<file path="config.mk">
export PLATFORM = sky130hd
export DESIGN_NAME = pipe_stall_ctrl_flat
export DESIGN_NICKNAME = d
export VERILOG_FILES = /design/src/rtl/pipe_stall_ctrl_if.sv /design/src/rtl/pipe_stall_ctrl.sv /design/src/flat_wrapper.sv
export SDC_FILE = /design/constraint.sdc
export NUM_CORES = 1
export LEC_CHECK = 0
export ABC_AREA = 1
export ABC_CLOCK_PERIOD_IN_PS = 4200
export CELL_PAD_IN_SITES_DETAIL_PLACEMENT = 0
export CELL_PAD_IN_SITES_GLOBAL_PLACEMENT = 1
export CORE_ASPECT_RATIO = 1.2
export CORE_MARGIN = 1
export CORE_UTILIZATION = 33
export DETAILED_ROUTE_END_ITERATION = 8
export PLACE_DENSITY_LB_ADDON = 0.15
export SYNTH_ARGS = -nofsm -noshare
export SYNTH_HDL_FRONTEND = slang
export SYNTH_SLANG_ARGS = --single-unit
</file>
<file path="constraint.sdc">
create_clock -name clk -period 4.2 [get_ports clk]
set_clock_uncertainty 0.2 [all_clocks]
set_input_delay 0.84 -clock clk [delete_from_list [all_inputs] [get_ports clk]]
set_output_delay 0.84 -clock clk [all_outputs]
set_load 0.005 [all_outputs]
</file>
<file path="src/rtl/pipe_stall_ctrl_if.sv">
// ---------------------------------------------------------------------------
// pipe_stall_ctrl_if
//   Bundle between the 5-stage pipeline datapath and its stall/flush
//   sequencer.
//   master : datapath side; drives hazard and memory status and receives the
//            pipe-register controls.
//   slave  : sequencer side.
//   Status  : imem_read, imem_resp, dmem_req, dmem_resp, ld_use, br_taken
//   Controls: imem_read_en, dmem_en, ifetch_hold, load_pc, pc_sel,
//             load_if_id, load_id_ex, load_ex_mem, load_mem_wb,
//             flush_if_id, flush_id_ex, flush_ex_mem
// ---------------------------------------------------------------------------
interface pipe_stall_ctrl_if;
    // hazard / memory status
    logic imem_read;
    logic imem_resp;
    logic dmem_req;
    logic dmem_resp;
    logic ld_use;
    logic br_taken;

    // pipeline controls
    logic imem_read_en;
    logic dmem_en;
    logic ifetch_hold;
    logic load_pc;
    logic pc_sel;
    logic load_if_id;
    logic load_id_ex;
    logic load_ex_mem;
    logic load_mem_wb;
    logic flush_if_id;
    logic flush_id_ex;
    logic flush_ex_mem;

    modport master (
        output imem_read, imem_resp, dmem_req, dmem_resp, ld_use, br_taken,
        input  imem_read_en, dmem_en, ifetch_hold, load_pc, pc_sel,
               load_if_id, load_id_ex, load_ex_mem, load_mem_wb,
               flush_if_id, flush_id_ex, flush_ex_mem
    );

    modport slave (
        input  imem_read, imem_resp, dmem_req, dmem_resp, ld_use, br_taken,
        output imem_read_en, dmem_en, ifetch_hold, load_pc, pc_sel,
               load_if_id, load_id_ex, load_ex_mem, load_mem_wb,
               flush_if_id, flush_id_ex, flush_ex_mem
    );
endinterface

</file>
<file path="src/rtl/pipe_stall_ctrl.sv">
// ---------------------------------------------------------------------------
// pipe_stall_ctrl
//   Stall/flush sequencer for a 5-stage RISC-V pipeline. Freezes the whole
//   pipe while instruction or data memory is waiting (remembering which side
//   already finished when both were outstanding), inserts a load-use bubble
//   into ID/EX, and squashes younger stages on a taken branch resolved in MEM.
//   Controls are combinational from state and inputs; state and the
//   saturating stall counters are registered.
//
//   clk        : clock, all state updates on posedge
//   reset      : synchronous, active-high
//   bus        : pipe_stall_ctrl_if.slave (status in, controls out)
//   istall_cnt : cycles frozen waiting on instruction memory
//   dstall_cnt : cycles frozen waiting on data memory
//   bubble_cnt : load-use bubbles inserted
// ---------------------------------------------------------------------------
module pipe_stall_ctrl #(
    parameter int CNT_W = 16
) (
    input  logic             clk,
    input  logic             reset,
    pipe_stall_ctrl_if.slave bus,
    output logic [CNT_W-1:0] istall_cnt,
    output logic [CNT_W-1:0] dstall_cnt,
    output logic [CNT_W-1:0] bubble_cnt
);

    // I_DONE: fetch data already latched externally, data side still pending.
    // D_DONE: data access completed, fetch still pending.
    typedef enum logic [1:0] {
        RUN    = 2'd0,
        I_DONE = 2'd1,
        D_DONE = 2'd2
    } state_t;

    state_t state;
    logic   i_ok;
    logic   d_ok;
    logic   advance;
    logic   bubble;

    // A side is satisfied when it responds now, has nothing outstanding, or
    // already completed in an earlier cycle of this wait.
    assign i_ok    = bus.imem_resp | ~bus.imem_read | (state == I_DONE);
    assign d_ok    = bus.dmem_resp | ~bus.dmem_req  | (state == D_DONE);
    assign advance = i_ok & d_ok;
    assign bubble  = advance & ~bus.br_taken & bus.ld_use;

    always_comb begin
        // NOTE: every output gets a default before any branch, so no path
        // leaves one unassigned and no latch is inferred.
        bus.imem_read_en = 1'b0;
        bus.dmem_en      = 1'b0;
        bus.ifetch_hold  = 1'b0;
        bus.load_pc      = 1'b0;
        bus.pc_sel       = 1'b0;
        bus.load_if_id   = 1'b0;
        bus.load_id_ex   = 1'b0;
        bus.load_ex_mem  = 1'b0;
        bus.load_mem_wb  = 1'b0;
        bus.flush_if_id  = 1'b0;
        bus.flush_id_ex  = 1'b0;
        bus.flush_ex_mem = 1'b0;

        if (reset) begin
            // Hold every pipe register at NOP while in reset.
            bus.flush_if_id  = 1'b1;
            bus.flush_id_ex  = 1'b1;
            bus.flush_ex_mem = 1'b1;
        end else begin
            // A side that already completed must not re-issue its request.
            bus.imem_read_en = bus.imem_read & (state != I_DONE);
            bus.dmem_en      = bus.dmem_req  & (state != D_DONE);
            bus.ifetch_hold  = (state == I_DONE);

            if (advance) begin
                if (bus.br_taken) begin
                    // Redirect wins over load-use: the dependent instruction
                    // is squashed anyway.
                    bus.load_pc      = 1'b1;
                    bus.pc_sel       = 1'b1;
                    bus.load_if_id   = 1'b1;
                    bus.load_id_ex   = 1'b1;
                    bus.load_ex_mem  = 1'b1;
                    bus.load_mem_wb  = 1'b1;
                    bus.flush_if_id  = 1'b1;
                    bus.flush_id_ex  = 1'b1;
                    bus.flush_ex_mem = 1'b1;
                end else if (bus.ld_use) begin
                    // Hold PC and IF/ID, drop a NOP into ID/EX.
                    bus.load_id_ex   = 1'b1;
                    bus.flush_id_ex  = 1'b1;
                    bus.load_ex_mem  = 1'b1;
                    bus.load_mem_wb  = 1'b1;
                end else begin
                    bus.load_pc      = 1'b1;
                    bus.load_if_id   = 1'b1;
                    bus.load_id_ex   = 1'b1;
                    bus.load_ex_mem  = 1'b1;
                    bus.load_mem_wb  = 1'b1;
                end
            end
        end
    end

    // NOTE: sequential state uses non-blocking assignments so every register
    // samples the pre-edge values regardless of statement order.
    always_ff @(posedge clk) begin
        if (reset) begin
            // Abandons any pending split wait.
            state      <= RUN;
            istall_cnt <= '0;
            dstall_cnt <= '0;
            bubble_cnt <= '0;
        end else begin
            case (state)
                RUN: begin
                    if (!advance) begin
                        if (bus.imem_resp && !d_ok)
                            state <= I_DONE;
                        else if (bus.dmem_resp && !i_ok)
                            state <= D_DONE;
                    end
                end
                I_DONE:  if (advance) state <= RUN;
                D_DONE:  if (advance) state <= RUN;
                default: state <= RUN;
            endcase

            if (!advance && !i_ok && istall_cnt != '1)
                istall_cnt <= istall_cnt + 1'b1;
            if (!advance && !d_ok && dstall_cnt != '1)
                dstall_cnt <= dstall_cnt + 1'b1;
            if (bubble && bubble_cnt != '1)
                bubble_cnt <= bubble_cnt + 1'b1;
        end
    end

endmodule

</file>
<file path="src/flat_wrapper.sv">
// flat-port wrapper written by rule: the top's interface ports become plain ports
module pipe_stall_ctrl_flat 
#(
    parameter int CNT_W = 16
)
  (clk, reset, istall_cnt, dstall_cnt, bubble_cnt, bus_imem_read, bus_imem_resp, bus_dmem_req, bus_dmem_resp, bus_ld_use, bus_br_taken, bus_imem_read_en, bus_dmem_en, bus_ifetch_hold, bus_load_pc, bus_pc_sel, bus_load_if_id, bus_load_id_ex, bus_load_ex_mem, bus_load_mem_wb, bus_flush_if_id, bus_flush_id_ex, bus_flush_ex_mem);
  pipe_stall_ctrl_if bus_i ();
  input  logic clk;
  input  logic reset;
  output logic [CNT_W-1:0] istall_cnt;
  output logic [CNT_W-1:0] dstall_cnt;
  output logic [CNT_W-1:0] bubble_cnt;
  input wire logic [$bits(bus_i.imem_read)-1:0] bus_imem_read;
  input wire logic [$bits(bus_i.imem_resp)-1:0] bus_imem_resp;
  input wire logic [$bits(bus_i.dmem_req)-1:0] bus_dmem_req;
  input wire logic [$bits(bus_i.dmem_resp)-1:0] bus_dmem_resp;
  input wire logic [$bits(bus_i.ld_use)-1:0] bus_ld_use;
  input wire logic [$bits(bus_i.br_taken)-1:0] bus_br_taken;
  output wire logic [$bits(bus_i.imem_read_en)-1:0] bus_imem_read_en;
  output wire logic [$bits(bus_i.dmem_en)-1:0] bus_dmem_en;
  output wire logic [$bits(bus_i.ifetch_hold)-1:0] bus_ifetch_hold;
  output wire logic [$bits(bus_i.load_pc)-1:0] bus_load_pc;
  output wire logic [$bits(bus_i.pc_sel)-1:0] bus_pc_sel;
  output wire logic [$bits(bus_i.load_if_id)-1:0] bus_load_if_id;
  output wire logic [$bits(bus_i.load_id_ex)-1:0] bus_load_id_ex;
  output wire logic [$bits(bus_i.load_ex_mem)-1:0] bus_load_ex_mem;
  output wire logic [$bits(bus_i.load_mem_wb)-1:0] bus_load_mem_wb;
  output wire logic [$bits(bus_i.flush_if_id)-1:0] bus_flush_if_id;
  output wire logic [$bits(bus_i.flush_id_ex)-1:0] bus_flush_id_ex;
  output wire logic [$bits(bus_i.flush_ex_mem)-1:0] bus_flush_ex_mem;
  assign bus_i.imem_read = bus_imem_read;
  assign bus_i.imem_resp = bus_imem_resp;
  assign bus_i.dmem_req = bus_dmem_req;
  assign bus_i.dmem_resp = bus_dmem_resp;
  assign bus_i.ld_use = bus_ld_use;
  assign bus_i.br_taken = bus_br_taken;
  assign bus_imem_read_en = bus_i.imem_read_en;
  assign bus_dmem_en = bus_i.dmem_en;
  assign bus_ifetch_hold = bus_i.ifetch_hold;
  assign bus_load_pc = bus_i.load_pc;
  assign bus_pc_sel = bus_i.pc_sel;
  assign bus_load_if_id = bus_i.load_if_id;
  assign bus_load_id_ex = bus_i.load_id_ex;
  assign bus_load_ex_mem = bus_i.load_ex_mem;
  assign bus_load_mem_wb = bus_i.load_mem_wb;
  assign bus_flush_if_id = bus_i.flush_if_id;
  assign bus_flush_id_ex = bus_i.flush_id_ex;
  assign bus_flush_ex_mem = bus_i.flush_ex_mem;
  pipe_stall_ctrl #(.CNT_W(CNT_W)) u_core (.clk(clk), .reset(reset), .bus(bus_i), .istall_cnt(istall_cnt), .dstall_cnt(dstall_cnt), .bubble_cnt(bubble_cnt));
endmodule
</file>
==> results_dict.tcl <==
set metrics [dict create \
    hp-class "reg2reg" \
    path_buf_inv 3 \
    path_class "in2out" \
    cp.required_ns 3.16 \
    final-hold-violation-count 0 \
    ys_seq_area_frac 0.320 \
    arrival_ns 2.60 \
    leakage_nw 1.42 \
    via_per_inst 4.71 \
    cts_made_buffers 5 \
    cts-htree-levels 2 \
    powerDensity_mw_per_mm2 241 \
    worstPathCellList "clkdlybuf4s50_1, inv_1, nand3_2, nand2_2, o21ai_0, o21bai_1, clkdlybuf4s50_1" \
    avgSynthCellArea_sq_um 6.40 \
    fmax_mhz 275 \
    clk-insertion-delay-late_ns 0.31 \
    fin_nets 564 \
    die_area_sq_mm 0.00987 \
    clockBufferDepth 2 \
    first_pass_iters 4 \
    rsz0062_at_grt "false" \
    ir_drop_mv 0.121 \
    overflow 0 \
    grt_pass1_wl_um 13200 \
    cts_tree "built" \
    tns_ns 0 \
    p_total_mw 0.960 \
    drt-total-wl_um 7730 \
    status "finished, final reports clean" \
    critical-path-top-delay-family "buffers and inverters" \
    start_util 0.343 \
    area_delta_synth_final_pct 27.2 \
    io_buffers 67 \
    end_kind "primary output" \
    antenna_cells 0 \
    ys_types 28 \
    synth_fp_nets 503 \
    synthesis.area_sq_mm 0.00313 \
    ys_ff_latch 50 \
    clk_pin_slew_worst_paths_ns 0.09 \
    slowest_delay_ns 0.51 \
    slew_headroom 0.672 \
    slowest_stage "clkdlybuf4s50_1" \
    grt_pass1_vias 2947 \
    vias 3156 \
    die_x_um 90.9 \
    dpl_cell_area_sq_mm 0.00387 \
    ff2ff_setup_slack_ns 2.19 \
    dr.first_iter.drc_count 107 \
    grt_max_degree 29 \
    place_hpwl_um 5630 \
    wl_per_cell_um 11.5 \
    final.min_clock_period_ns 3.64 \
    cts_sinks 50 \
    stdcell_area_sq_mm 0.00398 \
    coreArea_sq_mm 0.00913 \
    num_rows 38 \
    crit_top_cell "clkdlybuf4s50_1" \
    yosysWarnings 0 \
    boundaryPins 68 \
    drc 0 \
    cts-root-buf "clkbuf_8" \
    post-cts-setup-buffer-count 0 \
    worst_pin_slew_ns 0.490 \
    ant_nets 0 \
    dieHeight_um 109 \
    synthCells 489 \
    finalSetupViolations 0 \
    drive_above_1_share 0.0745 \
    antenna_found_initial 0 \
    ctsResizeCount 0 \
    cts_hold_buf 0 \
    fin_crit_sh 0.867 \
    slew_violations 0 \
    cap_violations 0 \
    track_usage 0.161 \
    gp_congestion 0.730 \
    crit_fanout 8 \
    startpoint_type "input pin" \
]
[layer usage]
layer / global-route usage / routed length [um] / vias to the layer above
li1: - / - / 1670
met1: 0.200 / 3680 / 1433
met2: 0.292 / 3730 / 46
met3: 0.0251 / 248 / 7
met4: 0.0397 / 75 / 0
met5: 0 / 0 / -
[where the power goes]
part | internal (mW) | total (mW) | switching (mW)
logic | 0.0537 | 0.126 | 0.0727
registers | 0.481 | 0.490 | 0.00848
clock network | 0.176 | 0.344 | 0.168
total | 0.710 | 0.960 | 0.250
[Yosys cell counts (all sizes together)]
cell	instances	area (sq um)
nor3	4	20.0
xor2	12	105
clkbuf	3	11.3
o21ai	9	71.3
nand3b	1	7.51
a21oi	39	214
nor2	81	362
nand2	166	646
xnor2	5	43.8
nand3	37	195
ha	6	75.1
buf	13	88.8
inv	43	161
dfxtp	50	1000
nand4	19	119
o21bai	1	7.51
[cells in the final DEF, fill, tap and decap left out, drive strengths merged, types with 4 or more instances in the layout]
cell type	count
nand2	166
nor2	81
clkdlybuf4s50	67
dfxtp	50
inv	43
a21oi	39
nand3	37
nand4	19
xor2	12
o21ai	9
ha	6
xnor2	5
clkbuf	5
nor3	4
[worst min-delay path: cells and delay by family, from the launching register on]
kind / cells / cell delay [ns]
flip-flops: 1 / 0.33
AO/OA/AOI/OAI: 1 / 0.05
AND/OR/NAND/NOR: 1 / 0.07
[registers in the layout (all words and copies together), names as in the netlist]
name,cells
u_core.state,2
u_core.bubble_cnt,16
u_core.istall_cnt,16
u_core.dstall_cnt,16
[path summary, 6_finish.rpt]
| check | cells past startpoint | to | from |
|---|---|---|---|
| worst min register to register | 2 | u_core.state[0]$_SDFFE_PP0P_ | u_core.state[0]$_SDFFE_PP0P_ |
| worst max register to register | 7 | u_core.istall_cnt[7]$_SDFFE_PP0P_ | u_core.istall_cnt[0]$_SDFFE_PP0P_ |
| worst max-delay path | 7 | bus_flush_id_ex | bus_dmem_resp |
| worst min-delay path | 2 | u_core.state[0]$_SDFFE_PP0P_ | u_core.state[0]$_SDFFE_PP0P_ |
[cell families (layout without fill, tap and decap cells)]
kind of cell / Yosys count / count (layout) / synth area share
buffers and inverters: 59 / 120 / 0.0836
xor gates and xnor gates: 17 / 17 / 0.0476
adders and majority gates: 6 / 6 / 0.0240
and+or+nand+nor: 308 / 308 / 0.431
DFF: 50 / 50 / 0.320
AOI/OAI and AO/OA: 49 / 49 / 0.0936
[layout make-up]
cell class	count	area, sq um
inverter	43	161
multi-input combinational	380	1870
sequential	50	1000
timing repair buffer	70	693
tap	120	150
fill	974	5150
clock inverter	2	38.8
clock buffer	5	68.8
[per-stage QoR]
stage	setup slack, ns	hold WS [ns]	util	std cells
floorplan	1.57	0.256	-	489
global placement	0.591	0.277	0.424	663
detailed placement	0.561	0.291	0.424	663
CTS	0.542	0.304	0.436	670
global route	0.441	0.319	0.436	670
finish	0.559	0.299	0.436	670
Power figures use the tool's default switching activity.
==> edit 1, RTL diff (same settings) <==
Put one more register stage on the output `bubble_cnt`, cleared by the reset. The value now appears one clock later. The other outputs are not delayed to match.
--- a/src/rtl/pipe_stall_ctrl.sv
+++ b/src/rtl/pipe_stall_ctrl.sv
@@ -32,6 +32,8 @@
         I_DONE = 2'd1,
         D_DONE = 2'd2
     } state_t;
+
+    logic [CNT_W-1:0] bubble_cnt_s0;
 
     state_t state;
     logic   i_ok;
@@ -111,7 +113,7 @@
             state      <= RUN;
             istall_cnt <= '0;
             dstall_cnt <= '0;
-            bubble_cnt <= '0;
+            bubble_cnt_s0 <= '0;
         end else begin
             case (state)
                 RUN: begin
@@ -131,8 +133,16 @@
                 istall_cnt <= istall_cnt + 1'b1;
             if (!advance && !d_ok && dstall_cnt != '1)
                 dstall_cnt <= dstall_cnt + 1'b1;
-            if (bubble && bubble_cnt != '1)
-                bubble_cnt <= bubble_cnt + 1'b1;
+            if (bubble && bubble_cnt_s0 != '1)
+                bubble_cnt_s0 <= bubble_cnt_s0 + 1'b1;
+        end
+    end
+
+    always_ff @(posedge clk) begin
+        if (reset) begin
+            bubble_cnt <= '0;
+        end else begin
+            bubble_cnt <= bubble_cnt_s0;
         end
     end
 
Function: changed (Yosys sat finds a counterexample within 4 cycles, from zero or initial values and one cycle with reset high).
==> edit 1 against the unedited design <==
Cell area is 12% higher; critical path type unchanged; area after synthesis up 8.8%; setup slack got worse by 0.11 ns; sequential cell count rose by 16; synthesized cell count increased by 4.1%; non-clock buffer count unchanged; critical path depth unchanged; routed wire length grew 7.0%; via count rose by 3.0%; total power grew 55%; die area is 8.6% higher.
==> edit 1: results (changes against the unedited design) <==
grt_start_max_net_pins: 25  # -14%
hold_viol_final: 0  # unchanged
first_iter_violations: 95  # -11%
dpl_cell_area_um2: 4150  # +7.1%
yosysMostFrequentCell: "nand2_1"
clk_pin_slew_ns: 0.05  # -0.04 ns
root_buffer: "clkbuf_16"
avgRoutedWirePerCell_um: 11.8  # +1.8%
peakVddDrop_mv: 0.205  # +70%
drive_gt1_share_pct: 6.23  # -1.2 points
antenna_found_initial: 0  # unchanged
ys_warn_count: 0  # unchanged
nets: 588  # +4.3%
critPathMaxStageDelay_ns: 0.53  # +0.02 ns
yosys_most_used_dff: "dfxtp_1"
grt_pass1_wl_um: 13400  # +2.0%
dr_total_vias: 3251  # +3.0%
grt_usage_pct: 16.0  # -0.11 points
synthTopCellsByArea: "dfxtp_1 39%, nand2_1 16%, nor2_1 8.7%"
ys_seq_area_share_pct: 38.8  # +6.8 points
worstMarginPinSlew_ns: 0.739  # +0.248 ns
cp.arrival_ns: 2.71  # +0.11 ns
grt_pass1_vias: 2906  # -1.4%
p_int_uw: 1170  # +65%
status: "finished clean"
synth_nets: 523  # +4.0%
async_flop_share_pct: 0  # unchanged
synth_xor_area_share_pct: 4.12  # -0.64 points
portBuffers: 67  # unchanged
dp_slack_ns: 0.453  # -0.108 ns
synth_common_cells: "149 x nand2_1, 79 x nor2_1, 66 x dfxtp_1, 53 x inv_1, 41 x a21oi_1"
cts_htree_levels: 3  # +1
fillers: 1056  # +8.4%
clock_latency_ns: 0.32
cp_slowest_cell: "clkdlybuf4s50_1"
power.leakage_uw: 0.00170  # +20%
postCtsSetupBuffers: 0  # unchanged
gr-total-overflow: 0  # unchanged
cts_buffer_depth: 2  # unchanged
cts_resized: 0  # unchanged
gp_congestion: 0.779  # +6.7%
cts_made_buffers: 9  # +4
dp_hpwl_um: 6020  # +6.9%
synth_compound_area_share_pct: 8.60  # -0.76 points
hold_path.class: "register to register"
synthAdderAreaFrac_pct: 2.21  # -0.19 points
## edit 1: cell count changes in the layout (fill, tap and decap cells not counted), sizes merged, moves of 6 or more
| cell | change |
|---|---|
| dfxtp | +16 |
| clkbuf | +8 |
| nor2 | +6 |
| nand4 | -6 |
| inv | +10 |
| nand2 | -12 |
## edit 1: final timing paths
path | start | endpoint | slack, ns | cells after the start
worst min register to register | u_core.bubble_cnt_s0[15]$_SDFFE_PP0P_ | u_core.bubble_cnt[15]$_SDFF_PP0_ | 0.26 | 2
worst max register to register | u_core.dstall_cnt[0]$_SDFFE_PP0P_ | u_core.dstall_cnt[13]$_SDFFE_PP0P_ | 2.09 | 9
worst min-delay path | u_core.bubble_cnt_s0[15]$_SDFFE_PP0P_ | u_core.bubble_cnt[15]$_SDFF_PP0_ | 0.26 | 2
worst max-delay path | bus_dmem_resp | bus_flush_id_ex | 0.45 | 7
## edit 1: cell families (layout without fill, tap and decap cells)
| logic type | count (synthesis) | after routing |
|---|---|---|
| buffers and inverters | 70 | 139 |
| and+or+nand+nor | 296 | 296 |
| DFF | 66 | 66 |
| AOI/OAI and AO/OA | 55 | 55 |
| adders and majority gates | 6 | 6 |
| xor gates and xnor gates | 16 | 16 |
## edit 1: layout make-up
type / instances / share of cell area, %
multi-input cells: 373 / 39.9
inverters: 54 / 4.55
clock inverters: 2 / 0.787
well taps: 126 / 3.54
repair buffers: 70 / 15.5
clock buffers: 13 / 6.07
flip-flops and latches: 66 / 29.7
## edit 1: layer usage
layer | wire length (um) | global-route usage [%]
met2 | 4220 | 28.5
met1 | 3680 | 18.3
met3 | 248 | 4.03
met4 | 125 | 5.35
met5 | 0 | 0
## edit 1: tightest hold or removal path: stages, from the launching register on
cell	delay [ns]
dfxtp_1	0.33
inv_1	0.05
nor2_1	0.03
## edit 1: per-stage QoR
step	cells	power, uW	utilization, %	hold slack [ns]
global placement	689	740	41.4	0.242
finish	704	1490	44.5	0.259
detailed placement	689	741	41.4	0.252
CTS	704	1510	44.5	0.261
global route	704	1550	44.5	0.286
floorplan	509	704	-	0.230
## edit 1: power by group through the flow
stage | Sequential (uW) | Combinational [uW] | Clock (uW)
6_report | 637 | 89.1 | 765
5_1_grt | 637 | 99.8 | 815
4_1_cts | 637 | 91.1 | 785
3_5_place_dp | 650 | 90.5 | 0
3_3_place_gp | 650 | 90.0 | 0
2_1_floorplan | 649 | 54.3 | 0
==> edit 2, RTL diff (config.mk and constraints unchanged) <==
Made on the original files. `CNT_W` is set to 16 in 2 places; all go to 12.
--- a/src/rtl/pipe_stall_ctrl.sv
+++ b/src/rtl/pipe_stall_ctrl.sv
@@ -15,7 +15,7 @@
 //   bubble_cnt : load-use bubbles inserted
 // ---------------------------------------------------------------------------
 module pipe_stall_ctrl #(
-    parameter int CNT_W = 16
+    parameter int CNT_W = 12
 ) (
     input  logic             clk,
     input  logic             reset,
--- a/src/flat_wrapper.sv
+++ b/src/flat_wrapper.sv
@@ -1,7 +1,7 @@
 // flat-port wrapper written by rule: the top's interface ports become plain ports
 module pipe_stall_ctrl_flat 
 #(
-    parameter int CNT_W = 16
+    parameter int CNT_W = 12
 )
   (clk, reset, istall_cnt, dstall_cnt, bubble_cnt, bus_imem_read, bus_imem_resp, bus_dmem_req, bus_dmem_resp, bus_ld_use, bus_br_taken, bus_imem_read_en, bus_dmem_en, bus_ifetch_hold, bus_load_pc, bus_pc_sel, bus_load_if_id, bus_load_id_ex, bus_load_ex_mem, bus_load_mem_wb, bus_flush_if_id, bus_flush_id_ex, bus_flush_ex_mem);
   pipe_stall_ctrl_if bus_i ();
Ports: changed (resized bubble_cnt, dstall_cnt and istall_cnt); port bits go from 68 to 56. No check against the original RTL was run, so the function may have changed too.
==> edit 2 against the unedited design <==
Cell area down 23%; sequential cell count decreased by 12; hold slack lost 0.0068 ns; core utilization up 0.70 points; cell count shrank 26%; routed wire length down 24%; total power down 24%; clock power decreased by 21%; non-clock buffer count down 13; global-route usage is 0.69 points higher; area after synthesis shrank 24%; synthesized cell count shrank 27%; setup slack worse by 0.066 ns; largest cell class unchanged; largest power group unchanged; highest routed layer unchanged.
==> edit 2: results (changes against the unedited design) <==
status: "finished clean"
synthAdderAreaFrac_pct: 3.14  # +0.74 points
dp_hpwl_um: 4380  # -22%
n_all_buffers: 57  # -19%
hold_ws_ns: 0.292  # -0.00685 ns
nonClkBufAreaFrac_pct: 18.4  # +0.99 points
r2r_cells: 8  # +1
power.leakage_uw: 0.00112  # -21%
drc_errors: 0  # unchanged
hold_end: "u_core.state[1]$_SDFFE_PP0P_"
dr_total_vias: 2343  # -26%
clk_share_pct: 3.10  # +0.39 points
grt_usage_pct: 16.8  # +0.69 points
ys_seq_area_share_pct: 31.8  # -0.20 points
synthTopCellsByArea: "dfxtp_1 32%, nand2_1 17%, nor2_1 7.8%"
synth_top_area_share_pct: 31.8  # -0.20 points
crit_path_max_fanout: 7  # -1
cp.arrival_ns: 2.67  # +0.07 ns
synth_common_cells: "106 x nand2_1, 50 x nor2_1, 41 x inv_1, 38 x dfxtp_1"
p_int_uw: 537  # -24%
slew_headroom_pct: 46.5  # -21 points
fillers: 765  # -21%
r2r_slack_ns: 2.11  # -0.08 ns
nMultiInputCombCells: 267  # -30%
hold_start: "u_core.state[1]$_SDFFE_PP0P_"
seqCellArea_um2: 761  # -24%
drive_gt1_share_pct: 8.25  # +0.80 points
synth_compound_area_share_pct: 9.05  # -0.31 points
nets: 425  # -25%
top_regs: "u_core.bubble_cnt (12), u_core.dstall_cnt (12), u_core.istall_cnt (12)"
synth_nets: 373  # -26%
n_all_inverters: 42  # -2.3%
gp_congestion: 0.758  # +3.8%
multiInputGateArea_um2: 1380  # -26%
grt_pass1_vias: 2174  # -26%
portBuffers: 55  # -18%
r2r_start: "u_core.bubble_cnt[0]$_SDFFE_PP0P_"
clock_latency_ns: 0.29  # -0.02 ns
nClkBuffers: 6  # +1
dp_slack_ns: 0.464  # -0.0971 ns
grt_pass1_wl_um: 10100  # -23%
seq_cells: 38  # -24%
==> edit 2: changes by cell type in the layout (fill, tap and decap cells not counted), sizes merged, moves of 2 or more <==
cell	before	now
a21oi	39	26
o21bai	1	3
xnor2	5	2
nor2	81	59
nand3	37	15
nand2	166	111
nor3	4	2
inv	43	41
o21ai	9	7
clkdlybuf4s50	67	55
dfxtp	50	38
==> edit 2: critical path: cells and delay by family <==
kind / cells / cell delay, ns
AOI/OAI and AO/OA: 2 / 0.47
and+or+nand+nor: 2 / 0.27
buffers and inverters: 3 / 1.08
==> edit 2: power by group through the flow <==
| stage | clock network [uW] | registers, uW | logic [uW] |
|---|---|---|---|
| 3_3_place_gp | 0 | 379 | 88.5 |
| 2_1_floorplan | 0 | 379 | 51.7 |
| 3_5_place_dp | 0 | 379 | 88.5 |
| 5_1_grt | 298 | 372 | 98.0 |
| 4_1_cts | 285 | 371 | 88.9 |
| 6_report | 271 | 371 | 87.5 |
==> edit 2: worst max-delay path by stage <==
stage | from | to | slack [ns] | depth (start not counted)
after global routing | bus_imem_resp | bus_flush_id_ex | 0.32 | 7
after floorplan | bus_dmem_resp | bus_flush_id_ex | 1.60 | 5
after global placement | bus_dmem_resp | bus_flush_id_ex | 0.48 | 7
after CTS | bus_imem_resp | bus_flush_id_ex | 0.46 | 7
final | bus_imem_resp | bus_flush_id_ex | 0.49 | 7
after detailed placement | bus_imem_resp | bus_flush_id_ex | 0.46 | 7
==> edit 2: per-layer routing <==
metal  wire length (um)  global-route usage, %
met5                  0                      0
met4                 61                   4.55
met3                198                   2.97
met2               2740                   28.3
met1               2880                   21.9
==> edit 2: through the flow <==
step                utilization, %  cell area [um^2]  cells
floorplan                        -              2390    359
global placement              42.9              2980    491
detailed placement            42.9              2980    491
CTS                           44.3              3070    499
global route                  44.3              3070    499
finish                        44.3              3070    499
